<file path="src/rtl/reg_file_read_unit.sv">
// Integer register file with two registered read ports feeding ID/EX.
// Same-edge write-back is forwarded to the read ports.
module reg_file_read_unit #(
    parameter int unsigned          DATA_W  = 32,
    parameter int unsigned          ADDR_W  = 5,
    parameter logic [DATA_W-1:0]    SP_INIT = 32'h0000_3FFC,
    parameter logic [DATA_W-1:0]    GP_INIT = 32'h0000_1800
) (
    input  logic              clk,
    input  logic              reset,
    input  logic              regWrite,
    input  logic [ADDR_W-1:0] writeReg,
    input  logic [DATA_W-1:0] writeData,
    input  logic              rdEn,
    input  logic [ADDR_W-1:0] readReg1,
    input  logic [ADDR_W-1:0] readReg2,
    output logic [DATA_W-1:0] readData1,
    output logic [DATA_W-1:0] readData2,
    output logic              readValid
);

    localparam int unsigned DEPTH = 2 ** ADDR_W;

    logic [DATA_W-1:0] regs [DEPTH];
    logic [DATA_W-1:0] rd1_nxt;
    logic [DATA_W-1:0] rd2_nxt;
    logic              wr_en;

    assign wr_en = regWrite && (writeReg != '0);

    always_ff @(posedge clk or posedge reset) begin
        if (reset) begin
            for (int i = 0; i < DEPTH; i++) begin
                regs[i] <= '0;
            end
            regs[28] <= GP_INIT;
            regs[29] <= SP_INIT;
        end else if (wr_en) begin
            regs[writeReg] <= writeData;
        end
    end

    // r0 is forced to zero before the bypass so a write to r0 never leaks out
    always_comb begin
        rd1_nxt = regs[readReg1];
        rd2_nxt = regs[readReg2];
        if (readReg1 == '0) begin
            rd1_nxt = '0;
        end else if (wr_en && (writeReg == readReg1)) begin
            rd1_nxt = writeData;
        end
        if (readReg2 == '0) begin
            rd2_nxt = '0;
        end else if (wr_en && (writeReg == readReg2)) begin
            rd2_nxt = writeData;
        end
    end

    always_ff @(posedge clk or posedge reset) begin
        if (reset) begin
            readData1 <= '0;
            readData2 <= '0;
            readValid <= 1'b0;
        end else begin
            readValid <= rdEn;
            if (rdEn) begin
                readData1 <= rd1_nxt;
                readData2 <= rd2_nxt;
            end
        end
    end

endmodule

</file>
<file path="config.mk">
export PLATFORM = sky130hd
export DESIGN_NAME = reg_file_read_unit
export DESIGN_NICKNAME = d
export VERILOG_FILES = /design/src/rtl/reg_file_read_unit.sv
export SDC_FILE = /design/constraint.sdc
export NUM_CORES = 2
export LEC_CHECK = 0
export ABC_CLOCK_PERIOD_IN_PS = 50700
export CORE_MARGIN = 10
export CORE_UTILIZATION = 45
export CTS_CLUSTER_DIAMETER = 100
export CTS_CLUSTER_SIZE = 40
export DETAILED_ROUTE_END_ITERATION = 6
export GPL_ROUTABILITY_DRIVEN = 0
export SYNTH_ARGS = -nofsm -noshare
export SYNTH_HDL_FRONTEND = slang
export SYNTH_SLANG_ARGS = --single-unit
</file>
<file path="constraint.sdc">
create_clock -name clk -period 50.7 [get_ports clk]
set_clock_uncertainty 0.05 [all_clocks]
set_input_delay 5.07 -clock clk [delete_from_list [all_inputs] [get_ports clk]]
set_output_delay 5.07 -clock clk [all_outputs]
set_load 0.05 [all_outputs]
</file>
==> results.ini <==
[clock_network]
hold_buffers = 0
htree_levels = 2
numClockSinks = 1089
cts_tree = built
numCtsBuffers = 40
clock_path_buffers = 3
cts-root-buf = clkbuf_16
postCtsSetupBuffers = 0
clkLatencyLatePin_ns = 0.70
cts_resized = 0
clk_pin_slew_ns = 0.15

[route]
first_pass_iters = 5
wl_met2_mm = 84.8
drt_iter0_markers = 3639
drc = 0
routed.top_layer = met5
wirelength_mm = 183
viasPerCell = 6.89
drtAntennaViolNets = 0
met3RoutedLength_mm = 15.0
wl_per_cell_um = 35.7
via_count = 35200
wl_met1_mm = 76.7

[placement]
dp_hpwl_mm = 102
place_ws_ns = 41.27
io_buffers = 115

[floorplan]
die-area_um2 = 141000
dieWidth_um = 376
rows = 130
start_util_pct = 45.3
io_pins = 116
die_height_um = 376
core_um2 = 126000

[timing]
min_period_ns = 8.54
tns_ns = 0
max_freq_mhz = 117
slew_violations = 0
maxSlewHeadroom_pct = 12.4
grt_setup_unrepaired = false
fin_crit_sh_pct = 16.8
worst_pin_slew_ns = 1.31
fin_ws_ns = 42.16
setup_viol = 0
hold_viol = 0

[synthesis]
syn_avg_cell_area_um2 = 15.8
synth_top_area_share_pct = 47.2
synth_area_leaders = dfrtp_1, mux4_2, mux2_2
synth_area_um2 = 57000
yosysWarningCount = 0
synth_cell_types = 35
synth_area_leader_cell = dfrtp_1
syn_nets = 3668
netlist_instances = 3617
ys_seq_area_share_pct = 47.9
ys_ff_latch = 1089

[power_and_ir_drop]
ir_drop_mv = 0.0222
p_leak_nw = 25.4
power.density_nw_per_um2 = 36.5

[worst_setup_path]
crit_arrival_ns = 9.15
crit_path_end_kind = asynchronous set/reset pin
path_class = in2async
critical_path.max_fanout = 169
cp.required_ns = 51.30
cp-start-kind = input pin

[global_route]
grt_max_degree = 170
grt_pass1_wl_mm = 268
grt_overflow = 0
groute.usage.overall_pct = 25.7
antenna_found_initial = 6
grt_pass1_vias = 37400

[layout]
nNetsFinal = 3482
syn_to_final_growth_pct = 6.51
final_layout_size_suffix_gt1_share_pct = 51.8

[outcome]
status = finished clean

[worst_hold_path]
hold_path_class = reg2reg

[run]
cap_violations = 0

-- critical path, stage by stage --
cell and delay, ns:
clkdlybuf4s50_1 0.49, inv_8 0.61, buf_12 0.71, buf_4 0.92, buf_4 0.96
-- power breakdown --
part / internal, mW / switching [mW]
registers: 1.03 / 0.129
logic: 0.322 / 0.244
clock network: 0.172 / 0.313
-- synthesized netlist by cell type --
master     instances
nand4_1            1
nor3_4             1
buf_1             29
a211o_1            2
or2_2              1
o21a_1             2
nand3b_1           4
and2_1             2
dfstp_2           14
o21ai_0            2
a22o_1           128
and3_1             1
nand2_1           18
dfrtp_1         1075
inv_1             66
a41oi_1           64
nor3b_1            4
mux2_1             1
buf_6              2
nand3_1            2
mux2_2           991
nor3_2             2
buf_2            145
nor2_1            80
buf_4             20
a2111oi_4          2
o221ai_1          64
nand4b_1           3
or4_1              2
mux4_2           576
nor2b_1           68
nor4_4             1
xor2_1            10
a21o_1             2
clkbuf_1         232
-- metrics by stage --
stage	total power [mW]	hold WS (ns)	cells	util, %	cell area (um^2)
floorplan	1.57	0.391	3617	-	57000
global placement	1.71	0.326	5039	47.1	59200
detailed placement	1.74	0.333	5039	47.1	59200
CTS	2.22	0.366	5110	48.3	60700
global route	2.31	0.380	5110	48.3	60700
finish	2.21	0.366	5112	48.3	60700
-- state kept, by name, summed over array words and instances (netlist names) --
| register | count |
|---|---|
| readData1 | 32 |
| readValid | 1 |
| readData2 | 32 |
| regs | 1024 |
-- cell usage in the layout, fill, tap and decap left out, types with 6 or more instances in the layout --
master and count:
dfstp_2 14, a22o_1 128, nor2_4 14, xor2_1 10, clkinv_8 6, nand2_2 15
inv_16 7, mux4_2 576, mux2_2 991, a41oi_1 64, clkdlybuf4s50_1 106, o221ai_1 64
dfrtp_1 1075, buf_4 87, nor2_1 66, inv_1 65, clkbuf_16 41, nor2b_1 64
-- path summary, 6_finish.rpt --
path,start,slack [ns],depth (start not counted),end
setup / recovery,reset,42.16,5,regs[723]$_DFFE_PP0P_
hold / removal,regs[1016]$_DFFE_PP0P_,0.37,0,regs[1016]$_DFFE_PP0P_
hold reg to reg,regs[1016]$_DFFE_PP0P_,0.37,0,regs[1016]$_DFFE_PP0P_
max in group clk,readReg2[2],42.30,7,readData2[5]$_DFFE_PP0P_
setup reg to reg,regs[875]$_DFFE_PP0P_,48.88,4,readData2[11]$_DFFE_PP0P_
min in group asynchronous,reset,4.89,2,regs[168]$_DFFE_PP0P_
-- area by class of cell --
| class | instances | area, um^2 |
|---|---|---|
| clock inverter | 24 | 383 |
| sequential | 1089 | 27300 |
| multi-input combinational | 2034 | 27800 |
| inverter | 66 | 255 |
| antenna | 2 | 5.00 |
| clock buffer | 47 | 1080 |
| fill | 10600 | 65100 |
| timing repair buffer | 200 | 1830 |
| tap | 1650 | 2060 |
-- logic make-up (layout without fill, tap and decap cells) --
family	after synthesis	in the layout	synth area share, %
muxes	1568	1568	42.4
DFF	1089	1089	47.9
buffers and inverters	494	337	3.73
AOI/OAI and AO/OA	266	266	4.13
and+or+nand+nor	190	190	1.74
xor gates and xnor gates	10	10	0.154
other	0	2	0
-- metal layers --
metal | up-vias | global-route usage (%)
met5 | - | 0
met4 | 6 | 8.03
met3 | 333 | 5.88
met2 | 1594 | 40.2
met1 | 19700 | 35.5
li1 | 13600 | -
No activity file was read; power rests on OpenSTA's default activity.
